--- src/rtl/pacman_pkg.sv ---
`default_nettype none
// ============================================================================
// Module      : pacman_pkg
// Description : Shared Pac-Man types and constants: ghost mode encoding,
//               ghost direction encoding, frame counter width and the
//               default schedule / frightened durations (in 60 Hz frames).
// Revision    : 1.0 - initial release
// ============================================================================
package pacman_pkg;

    localparam int c_cnt_w = 11;

    // Ghost behaviour mode as seen on the mode output
    typedef enum logic [1:0] {
        MODE_SCATTER = 2'b00,
        MODE_CHASE   = 2'b01,
        MODE_FRIGHT  = 2'b10,
        MODE_IDLE    = 2'b11
    } mode_e;

    // Ghost heading
    typedef enum logic [1:0] {
        DIR_UP    = 2'b00,
        DIR_LEFT  = 2'b01,
        DIR_DOWN  = 2'b10,
        DIR_RIGHT = 2'b11
    } dir_e;

    localparam int c_scatter_long_def  = 420;
    localparam int c_scatter_short_def = 300;
    localparam int c_chase_len_def     = 1200;
    localparam int c_fright_len_def    = 360;
    localparam int c_flash_len_def     = 120;

    // Even schedule phases scatter, odd phases chase
    function automatic mode_e sched_mode(input logic [2:0] ph);
        return ph[0] ? MODE_CHASE : MODE_SCATTER;
    endfunction

endpackage
`default_nettype wire

--- src/rtl/ghost_mode_scheduler_if.sv ---
`default_nettype none
// ============================================================================
// Module      : ghost_mode_scheduler_if
// Description : Control/status bundle of the ghost mode scheduler.
//               master : game logic (drives start, pause, power_pellet)
//               slave  : scheduler  (drives mode, phase, reverse, flash)
//               start        - begin schedule (level, honoured in IDLE only)
//               pause        - freeze everything while high
//               power_pellet - one-cycle energizer pulse
//               mode[1:0]    - SCATTER=00 CHASE=01 FRIGHT=10 IDLE=11
//               phase[2:0]   - schedule index 0..7
//               reverse      - one-cycle reverse-direction command
//               flash        - frightened mode is about to end
// Revision    : 1.0 - initial release
// ============================================================================
interface ghost_mode_scheduler_if;
    import pacman_pkg::*;

    logic       start;
    logic       pause;
    logic       power_pellet;
    logic [1:0] mode;
    logic [2:0] phase;
    logic       reverse;
    logic       flash;

    modport master (
        output start, pause, power_pellet,
        input  mode, phase, reverse, flash
    );

    modport slave (
        input  start, pause, power_pellet,
        output mode, phase, reverse, flash
    );

endinterface
`default_nettype wire

--- src/rtl/frame_timer.sv ---
`default_nettype none
// ============================================================================
// Module      : frame_timer
// Description : Frame counter with enable and synchronous clear. done is
//               high while count equals the terminal value term. The counter
//               wraps; the owner gates en if it must saturate.
//               clk60 - frame clock      reset - sync active-high reset
//               en    - count this frame clr   - force count to zero
//               term  - terminal count   count - current count
//               done  - count == term
// Revision    : 1.0 - initial release
// ============================================================================
module frame_timer
    import pacman_pkg::*;
#(
    parameter int WIDTH = c_cnt_w
) (
    input  wire logic             clk60,
    input  wire logic             reset,
    input  wire logic             en,
    input  wire logic             clr,
    input  wire logic [WIDTH-1:0] term,
    output logic      [WIDTH-1:0] count,
    output logic                  done
);

    logic [WIDTH-1:0] r_count;

    always_ff @(posedge clk60) begin
        if (reset || clr) begin
            r_count <= '0;
        end else if (en) begin
            r_count <= r_count + 1'b1;
        end
    end

    assign count = r_count;
    assign done  = (r_count == term);

endmodule
`default_nettype wire

--- src/rtl/ghost_mode_scheduler.sv ---
`default_nettype none
// ============================================================================
// Module      : ghost_mode_scheduler
// Description : Arcade ghost scatter/chase schedule with frightened-mode
//               overlay. Eight schedule phases (7 = chase forever); an
//               energizer freezes the schedule, enters FRIGHT and the
//               schedule resumes exactly where it stopped afterwards.
//               clk60 - 60 Hz frame clock   reset - sync active-high reset
//               bus   - ghost_mode_scheduler_if.slave (start, pause,
//                       power_pellet in; mode, phase, reverse, flash out)
// Revision    : 1.0 - initial release
// ============================================================================
module ghost_mode_scheduler
    import pacman_pkg::*;
#(
    parameter int SCATTER_LONG  = c_scatter_long_def,
    parameter int SCATTER_SHORT = c_scatter_short_def,
    parameter int CHASE_LEN     = c_chase_len_def,
    parameter int FRIGHT_LEN    = c_fright_len_def,
    parameter int FLASH_LEN     = c_flash_len_def
) (
    input  wire logic              clk60,
    input  wire logic              reset,
    ghost_mode_scheduler_if.slave  bus
);

    // Zero-length phases would never reach their terminal count
    if (SCATTER_LONG <= 0 || SCATTER_SHORT <= 0 || CHASE_LEN <= 0 || FRIGHT_LEN <= 0) begin : g_chk_zero_duration
        $error("ghost_mode_scheduler: durations must be non-zero");
    end
    if (SCATTER_LONG > 2047 || SCATTER_SHORT > 2047 || CHASE_LEN > 2047 || FRIGHT_LEN > 2047) begin : g_chk_width
        $error("ghost_mode_scheduler: durations must fit the 11-bit counters");
    end
    if (FLASH_LEN < 0 || FLASH_LEN > FRIGHT_LEN) begin : g_chk_flash
        $error("ghost_mode_scheduler: FLASH_LEN must lie within FRIGHT_LEN");
    end

    localparam logic [1:0] c_st_idle   = 2'd0;
    localparam logic [1:0] c_st_sched  = 2'd1;
    localparam logic [1:0] c_st_fright = 2'd2;

    localparam logic [c_cnt_w-1:0] c_sl_term  = c_cnt_w'(SCATTER_LONG - 1);
    localparam logic [c_cnt_w-1:0] c_ss_term  = c_cnt_w'(SCATTER_SHORT - 1);
    localparam logic [c_cnt_w-1:0] c_ch_term  = c_cnt_w'(CHASE_LEN - 1);
    localparam logic [c_cnt_w-1:0] c_fr_term  = c_cnt_w'(FRIGHT_LEN - 1);
    localparam logic [c_cnt_w-1:0] c_flash_th = c_cnt_w'(FRIGHT_LEN - FLASH_LEN);
    localparam logic [c_cnt_w-1:0] c_cnt_max  = '1;

    logic [1:0]         r_state;
    logic [2:0]         r_phase;
    mode_e              r_mode;
    logic               r_reverse;
    logic               r_flash;

    logic [c_cnt_w-1:0] w_sched_term;
    logic [c_cnt_w-1:0] w_sched_cnt;
    logic [c_cnt_w-1:0] w_fright_cnt;
    logic               w_sched_done;
    logic               w_fright_done;
    logic               w_boundary;
    logic               w_sched_en;
    logic               w_sched_clr;
    logic               w_fright_en;
    logic               w_fright_clr;
    logic [2:0]         w_next_phase;

    // Per-phase terminal count; phase 7 never terminates
    always_comb begin
        w_sched_term = c_cnt_max;
        case (r_phase)
            3'd0, 3'd2:       w_sched_term = c_sl_term;
            3'd1, 3'd3, 3'd5: w_sched_term = c_ch_term;
            3'd4, 3'd6:       w_sched_term = c_ss_term;
            default:          w_sched_term = c_cnt_max;
        endcase
    end

    assign w_next_phase = r_phase + 3'd1;
    assign w_boundary   = (r_state == c_st_sched) && w_sched_done && (r_phase != 3'd7);

    // A pellet freezes the schedule counter, and beats a phase boundary.
    // In phase 7 the counter stops at all-ones instead of wrapping.
    assign w_sched_en  = !bus.pause && (r_state == c_st_sched) && !bus.power_pellet
                         && !w_boundary && (w_sched_cnt != c_cnt_max);
    assign w_sched_clr = !bus.pause &&
                         (((r_state == c_st_idle) && bus.start) ||
                          ((r_state == c_st_sched) && !bus.power_pellet && w_boundary));

    assign w_fright_en  = !bus.pause && (r_state == c_st_fright);
    assign w_fright_clr = !bus.pause &&
                          (((r_state == c_st_sched) && bus.power_pellet) ||
                           ((r_state == c_st_fright) && (bus.power_pellet || w_fright_done)));

    frame_timer #(.WIDTH(c_cnt_w)) u_sched_timer (
        .clk60 (clk60),
        .reset (reset),
        .en    (w_sched_en),
        .clr   (w_sched_clr),
        .term  (w_sched_term),
        .count (w_sched_cnt),
        .done  (w_sched_done)
    );

    frame_timer #(.WIDTH(c_cnt_w)) u_fright_timer (
        .clk60 (clk60),
        .reset (reset),
        .en    (w_fright_en),
        .clr   (w_fright_clr),
        .term  (c_fr_term),
        .count (w_fright_cnt),
        .done  (w_fright_done)
    );

    always_ff @(posedge clk60) begin
        if (reset) begin
            r_state   <= c_st_idle;
            r_phase   <= 3'd0;
            r_mode    <= MODE_IDLE;
            r_reverse <= 1'b0;
            r_flash   <= 1'b0;
        end else if (bus.pause) begin
            r_reverse <= 1'b0;
        end else begin
            r_reverse <= 1'b0;
            case (r_state)
                c_st_idle: begin
                    r_flash <= 1'b0;
                    if (bus.start) begin
                        r_state <= c_st_sched;
                        r_phase <= 3'd0;
                        r_mode  <= MODE_SCATTER;
                    end
                end
                c_st_sched: begin
                    if (bus.power_pellet) begin
                        r_state   <= c_st_fright;
                        r_mode    <= MODE_FRIGHT;
                        r_reverse <= 1'b1;
                        r_flash   <= (c_flash_th == '0);
                    end else if (w_boundary) begin
                        r_phase   <= w_next_phase;
                        r_mode    <= sched_mode(w_next_phase);
                        r_reverse <= 1'b1;
                    end
                end
                c_st_fright: begin
                    if (bus.power_pellet) begin
                        r_flash <= 1'b0;
                    end else if (w_fright_done) begin
                        r_state <= c_st_sched;
                        r_mode  <= sched_mode(r_phase);
                        r_flash <= 1'b0;
                    end else begin
                        // Registered flash tracks the count it will see next frame
                        r_flash <= ((w_fright_cnt + 1'b1) >= c_flash_th);
                    end
                end
                default: begin
                    r_state <= c_st_idle;
                    r_phase <= 3'd0;
                    r_mode  <= MODE_IDLE;
                    r_flash <= 1'b0;
                end
            endcase
        end
    end

    assign bus.mode    = r_mode;
    assign bus.phase   = r_phase;
    assign bus.reverse = r_reverse;
    assign bus.flash   = r_flash;

endmodule
`default_nettype wire

--- src/flat_wrapper.sv ---
// flat-port wrapper written by rule: the top's interface ports become plain ports
module ghost_mode_scheduler_flat import pacman_pkg::*;
#(
    parameter int SCATTER_LONG  = c_scatter_long_def,
    parameter int SCATTER_SHORT = c_scatter_short_def,
    parameter int CHASE_LEN     = c_chase_len_def,
    parameter int FRIGHT_LEN    = c_fright_len_def,
    parameter int FLASH_LEN     = c_flash_len_def
)
  (clk60, reset, bus_start, bus_pause, bus_power_pellet, bus_mode, bus_phase, bus_reverse, bus_flash);
  ghost_mode_scheduler_if bus_i ();
  input  wire logic clk60;
  input  wire logic reset;
  input wire logic [$bits(bus_i.start)-1:0] bus_start;
  input wire logic [$bits(bus_i.pause)-1:0] bus_pause;
  input wire logic [$bits(bus_i.power_pellet)-1:0] bus_power_pellet;
  output wire logic [$bits(bus_i.mode)-1:0] bus_mode;
  output wire logic [$bits(bus_i.phase)-1:0] bus_phase;
  output wire logic [$bits(bus_i.reverse)-1:0] bus_reverse;
  output wire logic [$bits(bus_i.flash)-1:0] bus_flash;
  assign bus_i.start = bus_start;
  assign bus_i.pause = bus_pause;
  assign bus_i.power_pellet = bus_power_pellet;
  assign bus_mode = bus_i.mode;
  assign bus_phase = bus_i.phase;
  assign bus_reverse = bus_i.reverse;
  assign bus_flash = bus_i.flash;
  ghost_mode_scheduler #(.SCATTER_LONG(SCATTER_LONG), .SCATTER_SHORT(SCATTER_SHORT), .CHASE_LEN(CHASE_LEN), .FRIGHT_LEN(FRIGHT_LEN), .FLASH_LEN(FLASH_LEN)) u_core (.clk60(clk60), .reset(reset), .bus(bus_i));
endmodule
--- config.mk ---
export PLATFORM = sky130hd
export DESIGN_NAME = ghost_mode_scheduler_flat
export DESIGN_NICKNAME = d
export VERILOG_FILES = /design/src/rtl/pacman_pkg.sv /design/src/rtl/ghost_mode_scheduler_if.sv /design/src/rtl/frame_timer.sv /design/src/rtl/ghost_mode_scheduler.sv /design/src/flat_wrapper.sv
export SDC_FILE = /design/constraint.sdc
export NUM_CORES = 1
export LEC_CHECK = 0
export ABC_AREA = 1
export BUFFER_PORTS_ARGS = -buffer_cell sky130_fd_sc_hd__buf_2
export CORE_ASPECT_RATIO = 1.75
export CORE_MARGIN = 8
export CORE_UTILIZATION = 30
export CTS_BUF_LIST = sky130_fd_sc_hd__clkbuf_4 sky130_fd_sc_hd__clkbuf_8
export CTS_CLUSTER_SIZE = 28
export DETAILED_ROUTE_END_ITERATION = 10
export GPL_ROUTABILITY_DRIVEN = 0
export GPL_TIMING_DRIVEN = 0
export REMOVE_ABC_BUFFERS = 1
export SETUP_SLACK_MARGIN = 0.2
export SKIP_CTS_REPAIR_TIMING = 1
export SLEW_MARGIN = 20
export SYNTH_ARGS = -nofsm -noshare
export SYNTH_HDL_FRONTEND = slang
export SYNTH_SLANG_ARGS = --single-unit
--- constraint.sdc ---
create_clock -name clk60 -period 1.9 [get_ports clk60]
set_input_delay 0.095 -clock clk60 [delete_from_list [all_inputs] [get_ports clk60]]
set_output_delay 0.095 -clock clk60 [all_outputs]
set_load 0.005 [all_outputs]
==> flow_summary.toml <==
[run_status]
status = "finished, final reports clean"

[logic_synthesis]
ys_seq_area_frac = 0.311
synth_flop_cell = "dfxtp_1"
synth-seq-cells = 31
async_flop_share = 0
synthDistinctLibCells = 35
synth_cells = 296
postSynthAreaPerCell_sq_um = 6.74
syn_area_sq_um = 1990
synth_warnings = 0
synth_edf_count = 0

[worst_setup_path]
worst-setup-path-type = "flip-flop to flip-flop"
rr_endpoint = "u_core.bus.phase[1]"
reg2reg_from = "u_core.bus.phase[0]"
crit_fanout = 8
r2r_setup_slack_ns = 0.12
critPathCapture = "u_core.bus.phase[1]"
crit_path_start = "u_core.bus.phase[0]"
arrival_ns = 1.95
critPathRequiredTime_ns = 2.07
rr_worst_depth = 10
end_kind = "flip-flop"
startpoint_type = "flip-flop"

[layout]
num-nets-final = 327
final_area_sq_um = 2400
final_cells = 398
nFillCells = 669
mostFrequentLayoutCell = "nand2_1"
layout_common_cells = "79 x nand2_1, 26 x a21oi_1, 25 x nor2_1"
n_antenna_cell = 0
area_delta_synth_final_pct = 20.5
regArea_sq_um = 642
layout-drive-gt1-share = 0.250
multi_input_area_sq_um = 1350

[detailed_routing]
detail_route.first_pass.iterations = 6
drt_iter0_drc = 119
drc = 0
vias_per_cell = 4.86
postRouteAntennaNets = 0
routed_wl_microns = 5010
vias = 1933
avgRoutedWirePerCell_microns = 12.6

[placement]
placed_cells = 383
dpl-instance-area_sq_um = 2110
place.port_buffers = 11
place_hpwl_microns = 3480

[floorplan]
die_w_microns = 77.6
io_pins = 12
start_util = 0.307
core_sq_um = 6490
row_count = 39
dieHeight_microns = 124
die_area_sq_um = 9620

[pwr]
static-leakage-power_nw = 0.855
p_per_area_nw_per_um2 = 630
vdd_drop_max_mv = 0.384

[clock_network]
cts_max_path_buffers = 2
cts_root_buf = "clkbuf_8"
cts_tree = "done"
cts_num_sinks = 31
cts.clk_slew.worst_paths_ns = 0.06
htreeDepth = 2
cts_buffers = 5
worstSkewPairLatency_ns = 0.28

[global_route]
grt_util_met3 = 0.0253
grt_max_degree = 15
grt_pass1_wl_microns = 7580
use_met2 = 0.185
busiest_layer = "met2"
overflow = 0
grt_pass1_vias = 1716
antenna_found_initial = 0
met1_usage = 0.0944
grt_use_total = 0.0971

[timing]
drv_slew = 0
finalHoldViolations = 0
relSlewSlack = 0.623
tightest_slew_ns = 0.565
rsz0062_at_grt = "true"
min_period_over_period = 0.938
finClkSkew_ns = 0.0133
timing.hold.ws_ns = 0.0356
period_minus_slack_ns = 1.78
fmax_mhz = 561
setup_viol = 0
setup_tns_ns = 0

[worst_hold_path]
hold_class = "input port to flip-flop"
min_from = "reset"
min_path_cells = 2

[flow_run]
drv_cap = 0
==> cell type report <==
class / count / area share
well taps: 82 / 0.0427
clock buffers: 6 / 0.0344
flip-flops and latches: 31 / 0.267
repair buffers: 17 / 0.0416
multi-input cells: 229 / 0.560
inverters: 32 / 0.0521
clock inverters: 1 / 0.00208
==> worst min-delay path by stage <==
stage	end	slack, ns
final	u_core.bus.phase[2]	0.04
after CTS	u_core.bus.flash	0.05
after floorplan	u_core.bus.flash	0.16
after detailed placement	u_core.bus.flash	0.33
after global placement	u_core.bus.flash	0.34
after global routing	u_core.bus.phase[2]	0.03
==> cell families (layout without fill, tap and decap cells) <==
kind of cell	count (synthesis)	after routing	synth area share
adders and majority gates	6	6	0.0376
xor gates and xnor gates	13	13	0.0571
and+or+nand+nor	165	167	0.393
AOI/OAI and AO/OA	43	43	0.116
DFF	31	31	0.311
buffers and inverters	38	56	0.0847
==> stage by stage <==
| step | worst slack [ns] | power (mW) | util |
|---|---|---|---|
| detailed placement | -0.166 | 0.937 | 0.324 |
| global placement | -0.153 | 0.936 | 0.324 |
| finish | 0.117 | 1.51 | 0.370 |
| floorplan | 0.120 | 0.872 | - |
| CTS | -0.183 | 1.48 | 0.338 |
| global route | 0.0224 | 1.59 | 0.370 |
==> state kept, by name, summed over array words and instances, names as in the netlist <==
register	cells
u_core.bus.flash	1
u_core.bus.mode	2
u_core.bus.phase	3
u_core.bus.reverse	1
u_core.r_state	2
u_core.u_fright_timer.count	11
u_core.u_sched_timer.count	11
==> power by group <==
group	internal (mW)	total [mW]	switching, mW	leakage (nW)
combinational	0.0951	0.257	0.162	0.551
sequential	0.672	0.709	0.0366	0.257
clock	0.285	0.547	0.263	0.0470
total	1.05	1.51	0.462	0.855
==> routing by layer <==
layer  vias up  share of wire
li1        990              -
met1       891           0.37
met2        40           0.55
met3        12          0.047
met4         0          0.025
met5         -              0
==> synth_stat cells (2+ instances only) <==
cell	n	area [sq um]
or2_0	3	18.8
nor2_4	4	45.0
nand4_1	4	25.0
o21ai_0	8	40.0
xor2_1	11	96.3
xnor2_1	2	17.5
inv_1	25	93.8
nand2_2	3	18.8
nor2_2	3	18.8
nor3_1	6	30.0
or2_2	2	12.5
inv_2	5	18.8
nand3_1	18	90.1
o21ai_1	4	20.0
buf_4	2	15.0
ha_1	6	75.1
nor4_1	2	12.5
buf_6	2	22.5
nand3_2	2	20.0
nand2_1	85	319
a21oi_1	28	140
dfxtp_1	31	621
nor2_1	28	105
==> critical path: stages (launching register included) <==
cell and delay [ns]:
dfxtp_4 0.38, ha_4 0.18, ha_4 0.15, nor3_2 0.16, nand2_2 0.09, nor2_4 0.14
nand3_4 0.14, a21oi_4 0.23, o21ai_1 0.09, nand2_1 0.06, nor2_1 0.05
Power figures use the tool's default switching activity.
